<file path="src/rtl/fmul.sv">
`default_nettype none
// ============================================================================
//  Module   : fmul
//  Purpose  : Pipelined IEEE-754 binary32 multiplier, y = x1 * x2.
//             Fully pipelined responder of the FPU en/done/busy handshake:
//             one operand pair accepted per cycle, result NSTAGE cycles later.
//             Denormal inputs are flushed to zero, denormal results flush to
//             signed zero, rounding is round-to-nearest-even.
//  Ports    : clk        clock, all state on posedge
//             rstn       asynchronous reset, active-high (1 = reset)
//             en         operand valid, x1/x2 sampled when en=1
//             x1, x2     binary32 operands
//             y          product, valid while done=1, held until next done
//             done       one-cycle pulse per accepted en, NSTAGE cycles later
//             busy       1 while any stage holds a valid operation
//             flags      {invalid, overflow, underflow}, FMUL_FLAGS_EN only
//  Params   : NSTAGE     latency en->done, legal 3..8; stages past 3 are delays
//  Config   : `define FMUL_FLAGS_EN adds the flags port and its logic.
//  Revision : 1.0  initial release
// ============================================================================
module fmul #(
    parameter int NSTAGE = 4
) (
    input  logic        clk,
    input  logic        rstn,
    input  logic        en,
    input  logic [31:0] x1,
    input  logic [31:0] x2,
    output logic [31:0] y,
    output logic        done,
    output logic        busy
`ifdef FMUL_FLAGS_EN
    ,
    output logic [2:0]  flags
`endif
);

    localparam logic [31:0] QNAN = 32'h7FC0_0000;

    // ------------------------------------------------------------------
    // Stage 1: unpack and classify
    // ------------------------------------------------------------------
    logic        sign_a, sign_b;
    logic [7:0]  exp_a, exp_b;
    logic [22:0] frac_a, frac_b;
    logic        zero_a, zero_b, inf_a, inf_b, nan_a, nan_b;
    logic        sp_nan, sp_inf, sp_zero;
    logic signed [9:0] exp_sum;

    assign {sign_a, exp_a, frac_a} = x1;
    assign {sign_b, exp_b, frac_b} = x2;

    // exponent field 0 covers both true zero and denormals (flushed)
    assign zero_a = (exp_a == 8'h00);
    assign zero_b = (exp_b == 8'h00);
    assign inf_a  = (exp_a == 8'hFF) && (frac_a == 23'd0);
    assign inf_b  = (exp_b == 8'hFF) && (frac_b == 23'd0);
    assign nan_a  = (exp_a == 8'hFF) && (frac_a != 23'd0);
    assign nan_b  = (exp_b == 8'hFF) && (frac_b != 23'd0);

    // Priority is resolved here so later stages see one-hot special codes
    assign sp_nan  = nan_a | nan_b | (inf_a & zero_b) | (inf_b & zero_a);
    assign sp_inf  = ~sp_nan & (inf_a | inf_b);
    assign sp_zero = ~sp_nan & ~sp_inf & (zero_a | zero_b);

    assign exp_sum = $signed({2'b00, exp_a}) + $signed({2'b00, exp_b}) - 10'sd127;

`ifdef FMUL_FLAGS_EN
    logic invalid_in;
    // a quiet NaN has fraction MSB set; anything else with a payload signals
    assign invalid_in = (inf_a & zero_b) | (inf_b & zero_a)
                      | (nan_a & ~frac_a[22]) | (nan_b & ~frac_b[22]);
`endif

    logic               v1, s1_sign, s1_nan, s1_inf, s1_zero;
    logic signed [9:0]  s1_exp;
    logic [23:0]        s1_ma, s1_mb;
`ifdef FMUL_FLAGS_EN
    logic               s1_inv;
`endif

    always_ff @(posedge clk or posedge rstn) begin
        if (rstn) begin
            v1      <= 1'b0;
            s1_sign <= 1'b0;
            s1_nan  <= 1'b0;
            s1_inf  <= 1'b0;
            s1_zero <= 1'b0;
            s1_exp  <= '0;
            s1_ma   <= '0;
            s1_mb   <= '0;
`ifdef FMUL_FLAGS_EN
            s1_inv  <= 1'b0;
`endif
        end else begin
            v1 <= en;
            if (en) begin
                s1_sign <= sign_a ^ sign_b;
                s1_nan  <= sp_nan;
                s1_inf  <= sp_inf;
                s1_zero <= sp_zero;
                s1_exp  <= exp_sum;
                s1_ma   <= {1'b1, frac_a};
                s1_mb   <= {1'b1, frac_b};
`ifdef FMUL_FLAGS_EN
                s1_inv  <= invalid_in;
`endif
            end
        end
    end

    // ------------------------------------------------------------------
    // Stage 2: 24x24 mantissa product
    // ------------------------------------------------------------------
    logic               v2, s2_sign, s2_nan, s2_inf, s2_zero;
    logic signed [9:0]  s2_exp;
    logic [47:0]        s2_prod;
`ifdef FMUL_FLAGS_EN
    logic               s2_inv;
`endif

    always_ff @(posedge clk or posedge rstn) begin
        if (rstn) begin
            v2      <= 1'b0;
            s2_sign <= 1'b0;
            s2_nan  <= 1'b0;
            s2_inf  <= 1'b0;
            s2_zero <= 1'b0;
            s2_exp  <= '0;
            s2_prod <= '0;
`ifdef FMUL_FLAGS_EN
            s2_inv  <= 1'b0;
`endif
        end else begin
            v2 <= v1;
            if (v1) begin
                s2_sign <= s1_sign;
                s2_nan  <= s1_nan;
                s2_inf  <= s1_inf;
                s2_zero <= s1_zero;
                s2_exp  <= s1_exp;
                s2_prod <= s1_ma * s1_mb;
`ifdef FMUL_FLAGS_EN
                s2_inv  <= s1_inv;
`endif
            end
        end
    end

    // ------------------------------------------------------------------
    // Stage 3: normalise, round (RNE), renormalise, pack
    // ------------------------------------------------------------------
    logic [23:0]        norm_m;
    logic               guard, sticky, round_up;
    logic signed [9:0]  norm_e, fin_e;
    logic [24:0]        rnd_m;
    logic [22:0]        fin_frac;
    logic [31:0]        result;
    logic               ovf, unf;

    always_comb begin
        // product of two [1,2) mantissas lies in [1,4): at most one shift
        if (s2_prod[47]) begin
            norm_m = s2_prod[47:24];
            guard  = s2_prod[23];
            sticky = |s2_prod[22:0];
            norm_e = s2_exp + 10'sd1;
        end else begin
            norm_m = s2_prod[46:23];
            guard  = s2_prod[22];
            sticky = |s2_prod[21:0];
            norm_e = s2_exp;
        end
        round_up = guard & (sticky | norm_m[0]);
        rnd_m    = {1'b0, norm_m} + {24'd0, round_up};
        // carry-out only happens from all-ones, leaving a zero fraction
        if (rnd_m[24]) begin
            fin_frac = rnd_m[23:1];
            fin_e    = norm_e + 10'sd1;
        end else begin
            fin_frac = rnd_m[22:0];
            fin_e    = norm_e;
        end

        ovf = 1'b0;
        unf = 1'b0;
        if (s2_nan) begin
            result = QNAN;
        end else if (s2_inf) begin
            result = {s2_sign, 8'hFF, 23'd0};
        end else if (s2_zero) begin
            result = {s2_sign, 31'd0};
        end else if (fin_e >= 10'sd255) begin
            result = {s2_sign, 8'hFF, 23'd0};
            ovf    = 1'b1;
        end else if (fin_e <= 10'sd0) begin
            result = {s2_sign, 31'd0};
            unf    = 1'b1;
        end else begin
            result = {s2_sign, fin_e[7:0], fin_frac};
        end
    end

    logic        v3;
    logic [31:0] y3;
`ifdef FMUL_FLAGS_EN
    logic [2:0]  fl3;
`endif

    always_ff @(posedge clk or posedge rstn) begin
        if (rstn) begin
            v3  <= 1'b0;
            y3  <= '0;
`ifdef FMUL_FLAGS_EN
            fl3 <= '0;
`endif
        end else begin
            v3 <= v2;
            if (v2) begin
                y3  <= result;
`ifdef FMUL_FLAGS_EN
                fl3 <= {s2_inv, ovf, unf};
`endif
            end
        end
    end

`ifndef FMUL_FLAGS_EN
    // overflow/underflow only feed the flags port
    logic unused_ok;
    assign unused_ok = ovf ^ unf;
`endif

    // ------------------------------------------------------------------
    // Stages 4..NSTAGE: pure delay; data only loads with a valid op so the
    // output naturally holds between done pulses
    // ------------------------------------------------------------------
    generate
        if (NSTAGE > 3) begin : g_delay
            logic [NSTAGE-4:0] dv;
            logic [31:0]       dy [NSTAGE-3];
`ifdef FMUL_FLAGS_EN
            logic [2:0]        dfl [NSTAGE-3];
`endif
            always_ff @(posedge clk or posedge rstn) begin
                if (rstn) begin
                    dv <= '0;
                    for (int i = 0; i < NSTAGE - 3; i++) begin
                        dy[i] <= '0;
`ifdef FMUL_FLAGS_EN
                        dfl[i] <= '0;
`endif
                    end
                end else begin
                    dv[0] <= v3;
                    if (v3) begin
                        dy[0] <= y3;
`ifdef FMUL_FLAGS_EN
                        dfl[0] <= fl3;
`endif
                    end
                    for (int i = 1; i < NSTAGE - 3; i++) begin
                        dv[i] <= dv[i-1];
                        if (dv[i-1]) begin
                            dy[i] <= dy[i-1];
`ifdef FMUL_FLAGS_EN
                            dfl[i] <= dfl[i-1];
`endif
                        end
                    end
                end
            end
            assign done = dv[NSTAGE-4];
            assign y    = dy[NSTAGE-4];
            assign busy = v1 | v2 | v3 | (|dv);
`ifdef FMUL_FLAGS_EN
            assign flags = dfl[NSTAGE-4];
`endif
        end else begin : g_nodelay
            assign done = v3;
            assign y    = y3;
            assign busy = v1 | v2 | v3;
`ifdef FMUL_FLAGS_EN
            assign flags = fl3;
`endif
        end
    endgenerate

endmodule
`default_nettype wire

</file>
<file path="config.mk">
export PLATFORM = sky130hd
export DESIGN_NAME = fmul
export DESIGN_NICKNAME = d
export VERILOG_FILES = /design/src/rtl/fmul.sv
export SDC_FILE = /design/constraint.sdc
export NUM_CORES = 2
export LEC_CHECK = 0
export CAP_MARGIN = 40
export CORE_ASPECT_RATIO = 1.25
export CORE_UTILIZATION = 50
export DETAILED_ROUTE_END_ITERATION = 6
export PLACE_DENSITY = 0.73
export SLEW_MARGIN = 20
export SYNTH_ARGS = -nofsm -noshare
export SYNTH_HDL_FRONTEND = slang
export SYNTH_SLANG_ARGS = --single-unit
</file>
<file path="constraint.sdc">
create_clock -name clk -period 9.1 [get_ports clk]
set_input_delay 1.82 -clock clk [delete_from_list [all_inputs] [get_ports clk]]
set_output_delay 1.82 -clock clk [all_outputs]
set_load 0.1 [all_outputs]
</file>
==> implementation parameters <==
Parameter                              Value

Synthesis
  Mapped Avg Cell Area    9.48 um^2
  Combined area of all synthesized cells    0.0283 mm^2
  Number of warning messages in the yosys log    0
  Share of the synthesized area in the top cell type    0.341
  Number of distinct library cells after synthesis    72
  Area leader, netlist    sky130_fd_sc_hd__fa_1
  Async set-or-reset flop fraction in the synthesized netlist    1.00
  Largest cells by area after synthesis    sky130_fd_sc_hd__fa_1 34%, sky130_fd_sc_hd__dfrtp_1 17%, sky130_fd_sc_hd__ha_1 8.5%
  Post-Syn Nets    roughly 3700
  Post-Synthesis Cells    about 3000
  Post-synth EDFFs    0
  Post-synthesis sequential element count    191
  Portion of the post-synthesis area used by sequential elements    0.169
  Prevailing post-synth register cell    sky130_fd_sc_hd__dfrtp_1

Clock network
  Clock buffers created by TritonCTS    17
  Cell at the root of the clock tree    sky130_fd_sc_hd__clkbuf_16
  CTS H-tree depth    4
  Insertion delay to the later sink of the worst-skew pair    roughly 500 ps
  CTS tree    yes
  Number of setup buffers added after CTS    0
  CTS sink cnt    191
  Cts hold-fix bufs    0
  Clock-pin transition on the worst setup and hold timing paths    approximately 80 ps
  Number of buffers on the longest clock path    2
  Post-cts repair resize count    0

GRT
  Global-route wire length before repair    between 100 and 150 mm
  Number of antenna violations at the first check in global routing    1
  Number of global-route vias before repair    between 20000 and 25000
  Congestion Overflow GR    0
  Global-route usage over all layers    0.279
  Largest net degree at the start of global routing    76

Route
  Routed via count divided by cell count    5.57
  DRT Pass-1 Iters    5
  Number of DRC markers after the initial detailed-route iteration    1637
  Final WL    around 77 mm
  Final routed wire length divided by cell count    just over 20 um
  ANT nets after route    0
  Number of DRC violations after detailed routing    0
  Via count    21271

Setup path
  Worst reg2reg endpoint    s2_prod[42]$_DFFE_PP0P_
  Start of the worst register-to-register path    s1_ma[18]$_DFFE_PP0P_
  Endpoint required time on the critical path    9470 ps
  Critical path peak fanout    14
  Critical Path End Type    flip-flop
  Worst Reg2Reg Path Length in Cells    23
  Launch point of the critical path    s1_ma[18]$_DFFE_PP0P_
  Kind of critical path    flip-flop to flip-flop
  Kind of start point of the critical path    flip-flop
  Reg2reg setup slack    1200 ps
  Arr. time, crit path    8270 ps

Timing
  Total negative slack for setup checks    0 ps
  Rel. slew slack    0.377
  Final worst path period need    7900 ps
  Achievable Freq    between 100 and 150 MHz
  Setup Viol. Count Final    0
  Fin. max-slew vios    0
  Final Hold Viols    0
  Worst-margin pin slew    between 900 and 1000 ps
  Unrepaired setup endpoints after global routing    false
  Clock tree skew after final layout    13.5 ps
  Share of the cycle needed by the critical path after routing    0.869
  Setup ws final    1200 ps

Flow run
  Max-cap viol count    0

Hold path
  Worst min-delay path endpoint    v2$_DFF_PP0_
  Tightest Hold Check Type    flip-flop to flip-flop
  Hold Path Cell Cnt    0
  Source of the worst hold timing path    v1$_DFF_PP0_

Floorplan
  Initial core utilization    0.506
  Core ar.    0.0561 mm^2
  Width of the chip    215 um
  Number of core rows    97
  Die Y    268 um
  Die footprint    just under 0.06 mm^2
  Boundary Pins    101

Finish
  Layout cells sized above 1    0.0995
  Final instance count without filler cells    3819
  Nets@finish    3805
  # fillers    4826
  Area Growth Syn to Fin    11.8%

Placement
  Cell count after placement    3777
  # port buffers    100
  RD Place Congestion    0.991
  Pre-CTS setup slack    1140 ps
  Hpwl dp    61.8 mm

Outcome
  Result of the run    completed
-- worst max-delay path, cell delays in order, from the launching register on --
cell and delay [ps]:
sky130_fd_sc_hd__dfrtp_1 900, sky130_fd_sc_hd__and2_1 270, sky130_fd_sc_hd__fa_1 430, sky130_fd_sc_hd__fa_1 570, sky130_fd_sc_hd__inv_1 60, sky130_fd_sc_hd__fa_1 490, sky130_fd_sc_hd__fa_1 510, sky130_fd_sc_hd__inv_1 50
sky130_fd_sc_hd__fa_1 510, sky130_fd_sc_hd__fa_1 540, sky130_fd_sc_hd__inv_1 70, sky130_fd_sc_hd__fa_1 470, sky130_fd_sc_hd__inv_1 40, sky130_fd_sc_hd__ha_1 340, sky130_fd_sc_hd__a21oi_1 230, sky130_fd_sc_hd__a21boi_0 130
sky130_fd_sc_hd__a311oi_1 330, sky130_fd_sc_hd__o21ai_0 230, sky130_fd_sc_hd__a21oi_1 230, sky130_fd_sc_hd__o21bai_1 80, sky130_fd_sc_hd__buf_4 160, sky130_fd_sc_hd__a31oi_1 480, sky130_fd_sc_hd__mux2i_1 150, sky130_fd_sc_hd__or4_1 500
-- cell families (layout without fill, tap and decap cells) --
group | after synthesis | after routing | synth area share
AND/OR/NAND/NOR | 883 | 883 | 0.158
XOR/XNOR | 83 | 83 | 0.0259
AO/OA/AOI/OAI | 274 | 274 | 0.0650
multiplexers | 149 | 149 | 0.0587
other | 0 | 1 | 0
buffers and inverters | 735 | 821 | 0.0981
flip-flops | 191 | 191 | 0.169
adder cells (fa/ha/maj) | 675 | 675 | 0.426
-- Yosys cell counts (6+ instances only) --
master and number:
sky130_fd_sc_hd__dfrtp_1 191, sky130_fd_sc_hd__nand3_1 26, sky130_fd_sc_hd__a31oi_1 7, sky130_fd_sc_hd__a21o_1 25
sky130_fd_sc_hd__nor2b_1 10, sky130_fd_sc_hd__nor4_1 26, sky130_fd_sc_hd__a211oi_1 15, sky130_fd_sc_hd__and2_1 301
sky130_fd_sc_hd__o21bai_1 13, sky130_fd_sc_hd__nand2_1 346, sky130_fd_sc_hd__nor2_1 78, sky130_fd_sc_hd__nand2b_1 8
sky130_fd_sc_hd__a21oi_1 84, sky130_fd_sc_hd__inv_1 583, sky130_fd_sc_hd__mux2_2 137, sky130_fd_sc_hd__o22ai_2 9
sky130_fd_sc_hd__fa_1 483, sky130_fd_sc_hd__clkbuf_1 145, sky130_fd_sc_hd__o21ai_0 47, sky130_fd_sc_hd__mux2i_1 12
sky130_fd_sc_hd__xor2_1 22, sky130_fd_sc_hd__ha_1 192, sky130_fd_sc_hd__o22ai_1 13, sky130_fd_sc_hd__or4_1 6
sky130_fd_sc_hd__and3_1 14, sky130_fd_sc_hd__xnor2_1 60, sky130_fd_sc_hd__o21a_1 7, sky130_fd_sc_hd__nor3_1 17
sky130_fd_sc_hd__nand4_1 23
-- per-layer routing --
layer | part of all wire | global-route usage | vias up
met5 | 0 | 0 | -
met4 | 0.044 | 0.124 | 0
met1 | 0.40 | 0.346 | 10803
met2 | 0.49 | 0.478 | 842
li1 | - | - | 9426
met3 | 0.068 | 0.0483 | 200
-- registers in the layout, summed over array words and instances, names as in the netlist, 10 cells and up --
name,count
s1_exp,10
s1_ma,24
s1_mb,23
s2_exp,10
s2_prod,48
y,32
y3,32
-- cell type report --
| class | instances | area (um^2) | share of cell area |
|---|---|---|---|
| multi-input combinational | 2064 | 20800 | 0.656 |
| sequential | 191 | 4780 | 0.151 |
| timing repair buffer | 206 | 2360 | 0.0743 |
| inverter | 583 | 2200 | 0.0693 |
| tap | 742 | 928 | 0.0293 |
| clock buffer | 18 | 439 | 0.0139 |
| clock inverter | 14 | 186 | 0.00588 |
| antenna | 1 | 2.50 | 0.0000790 |
-- per-stage QoR --
| step | hold WS (ps) | utilization | instance area, um^2 |
|---|---|---|---|
| after detailed placement | 454 | 0.551 | 30900 |
| final | 468 | 0.565 | 31700 |
| after floorplan | 352 | - | 28300 |
| after global routing | 478 | 0.565 | 31700 |
| after global placement | 453 | 0.535 | 30000 |
| after CTS | 473 | 0.563 | 31500 |
-- worst max path at each step --
stage	slack [ps]	depth (start not counted)	to
6_report	1200	23	s2_prod[42]$_DFFE_PP0P_
2_1_floorplan	2070	24	s2_prod[42]$_DFFE_PP0P_
3_3_place_gp	1170	24	s2_prod[42]$_DFFE_PP0P_
4_1_cts	1100	23	s2_prod[42]$_DFFE_PP0P_
5_1_grt	930	24	s2_prod[42]$_DFFE_PP0P_
3_5_place_dp	1140	23	s2_prod[42]$_DFFE_PP0P_
-- placed cells by master (no fill, tap or decap), drive strengths merged, types with 25 or more instances in the layout --
cell type and n:
nand2 346, xnor2 60, o21ai 47, and2 301, buf 107, clkdlybuf4s50 99, nand3 28, nor4 26
a21oi 84, nor2 78, inv 588, fa 483, ha 192, mux2 137, a21o 25, dfrtp 191
Power is left out: the tool's default activity adds up to more than one toggle a clock period on the data nets, which glitch-free logic cannot reach.
==> variant: new RTL, same settings <==
Add an input register stage for `en`, `x1` and `x2`, with the module's reset; this delays them by one clock. Comments in the files are not updated.
--- a/src/rtl/fmul.sv
+++ b/src/rtl/fmul.sv
@@ -39,2 +39,18 @@
 
+    logic en_q;
+    logic [31:0] x1_q;
+    logic [31:0] x2_q;
+
+    always_ff @(posedge clk or posedge rstn) begin
+        if (rstn) begin
+            en_q <= '0;
+            x1_q <= '0;
+            x2_q <= '0;
+        end else begin
+            en_q <= en;
+            x1_q <= x1;
+            x2_q <= x2;
+        end
+    end
+
     // ------------------------------------------------------------------
@@ -49,4 +65,4 @@
 
-    assign {sign_a, exp_a, frac_a} = x1;
-    assign {sign_b, exp_b, frac_b} = x2;
+    assign {sign_a, exp_a, frac_a} = x1_q;
+    assign {sign_b, exp_b, frac_b} = x2_q;
 
@@ -95,4 +111,4 @@
         end else begin
-            v1 <= en;
-            if (en) begin
+            v1 <= en_q;
+            if (en_q) begin
                 s1_sign <= sign_a ^ sign_b;
Check against the original RTL: not equivalent (Yosys sat finds a counterexample within 4 cycles, from zero or initial values and one cycle with rstn high).
==> variant against the original RTL <==
  * Routed wire length is 10% lower
  * Via count is 1.2% lower
  * Count of clock-buffer cells in the layout is 20 higher
  * Sequential cell count is 65 higher
  * Synthesized cell count is 3.4% higher
  * Critical path type unchanged
  * Cell area is 6.9% higher
  * Critical endpoint is now s2_prod[47]
  * Area after synthesis is 6.5% higher
  * Worst setup slack better by 0.23 ns
Power is not shown: default switching activity piles up to over one toggle a cycle in this logic, so the estimate is an artifact.
==> variant: results (changes against the original RTL) <==
\begin{tabular}{lr}
\hline
Metric & Value \\
\hline
\multicolumn{2}{l}{\textbf{Yosys}} \\
\quad Fraction of the mapped netlist area in compound gates & 5.93\% (-0.57 points) \\
\quad Share of cell area taken by muxes after synthesis & 5.63\% (-0.24 points) \\
\quad Library cells used by synthesis & 69 (-4.2\%) \\
\quad Seq/Total Area, Yosys & 21.2\% (+4.4 points) \\
\quad Post-synth net total & 3,833 (+2.7\%) \\
\quad Post-synthesis share of cell area spent on full adders, half adders and majority gates & 40.0\% (-2.6 points) \\
\quad Parity-gate share of the synthesized area counting xor and xnor cells & 2.93\% (+0.34 points) \\
\quad Cells after Synth & 3,091 (+3.4\%) \\
\multicolumn{2}{l}{\textbf{Timing}} \\
\quad Pin slew with the least headroom to its limit & 0.916 ns (-0.0180 ns) \\
\quad Layout Skew & 0.0156 ns (+0.00219 ns) \\
\multicolumn{2}{l}{\textbf{Placement}} \\
\quad DP Cell Count & 3,870 (+2.5\%) \\
\quad Placed instance area & 32,700 um2 (+5.8\%) \\
\quad Detailed placement HPWL & 55.1 mm (-11\%) \\
\multicolumn{2}{l}{\textbf{Drt}} \\
\quad Vias after detailed routing & 21,000 (-1.2\%) \\
\quad Number of DRC markers in iteration 0 & 1,402 (-14\%) \\
\quad TritonRoute pass-1 iters & 6 (+1) \\
\quad Routed len/inst & 17.7 um (-13\%) \\
\multicolumn{2}{l}{\textbf{Worst setup path}} \\
\quad Endpoint arrival time on the critical path & 8.12 ns (-0.15 ns) \\
\quad Delay of the slowest cell on the worst path & 0.94 ns (+0.04 ns) \\
\quad Endpoint of the worst-slack reg-to-reg timing path & s2\_prod[47] \\
\quad Critical register-to-register path startpoint & s1\_mb[1] \\
\multicolumn{2}{l}{\textbf{Global routing}} \\
\quad Vias in the first global route & 22,300 (-3.1\%) \\
\quad Overall routing resource usage & 23.5\% (-4.4 points) \\
\quad Largest net degree at the start of global routing & 165 (+120\%) \\
\multicolumn{2}{l}{\textbf{Final layout}} \\
\quad Fillcell total & 5,064 (+4.9\%) \\
\quad Share of cells above drive strength 1 & 9.44\% (-0.50 points) \\
\multicolumn{2}{l}{\textbf{Clocking}} \\
\quad Number of levels in the clock H-tree & 1 (-3) \\
\quad Clock buffer count from CTS & 27 (+10) \\
\multicolumn{2}{l}{\textbf{Run status}} \\
\quad Status & finished clean \\
\hline
\end{tabular}
-- variant: cell types whose count changed after synthesis, sizes merged, moves of 9 or more --
| cell | delta |
|---|---|
| o21ai | +12 |
| o32ai | +9 |
| nand3 | +18 |
| dfrtp | +65 |
| clkbuf | +11 |
| a211oi | -9 |
| xor2 | +15 |
| nand2 | +14 |
| nor2 | -15 |
-- variant: worst min-delay path by stage --
stage               from   endpoint  cells after the start
6_report          y3[30]     y3[30]                      2
2_1_floorplan         v3       done                      0
3_5_place_dp   s1_exp[7]  s2_exp[7]                      2
3_3_place_gp   s1_exp[7]  s2_exp[7]                      2
5_1_grt         x2_q[13]  s1_mb[13]                      1
4_1_cts         x1_q[18]  s1_ma[18]                      1
-- variant: routing by layer --
| metal | vias to the layer above | global-route usage (%) | share of wire [%] |
|---|---|---|---|
| met3 | 144 | 4.40 | 6.7 |
| li1 | 9650 | - | - |
| met5 | - | 0 | 0.019 |
| met4 | 2 | 6.94 | 2.9 |
| met2 | 680 | 39.2 | 48 |
| met1 | 10500 | 31.1 | 42 |
-- variant: final cells by class --
cell class / count / area (um2) / share of cell area, %
Clock buffer: 38 / 797 / 2.35
Multi-Input combinational cell: 2081 / 20900 / 61.8
Tap cell: 765 / 957 / 2.83
Inverter: 587 / 2210 / 6.53
Clock inverter: 11 / 175 / 0.517
Timing Repair Buffer: 193 / 2400 / 7.08
Sequential cell: 256 / 6410 / 18.9
-- variant: cell families after synthesis --
| logic type | after synthesis |
|---|---|
| fa+ha+maj | 675 |
| simple gates | 883 |
| buf+inv | 754 |
| xor+xnor | 100 |
| flops | 256 |
| compound gates | 270 |
| mux | 153 |
-- variant: stage by stage --
stage | worst slack, ns | hold WS, ns | util [%]
6_report | 1.42 | 0.503 | 56.9
5_1_grt | 1.01 | 0.515 | 56.9
3_5_place_dp | 1.41 | 0.476 | 54.9
2_1_floorplan | 0.238 | 0.352 | -
4_1_cts | 1.41 | 0.505 | 56.6
3_3_place_gp | 1.52 | 0.470 | 53.1
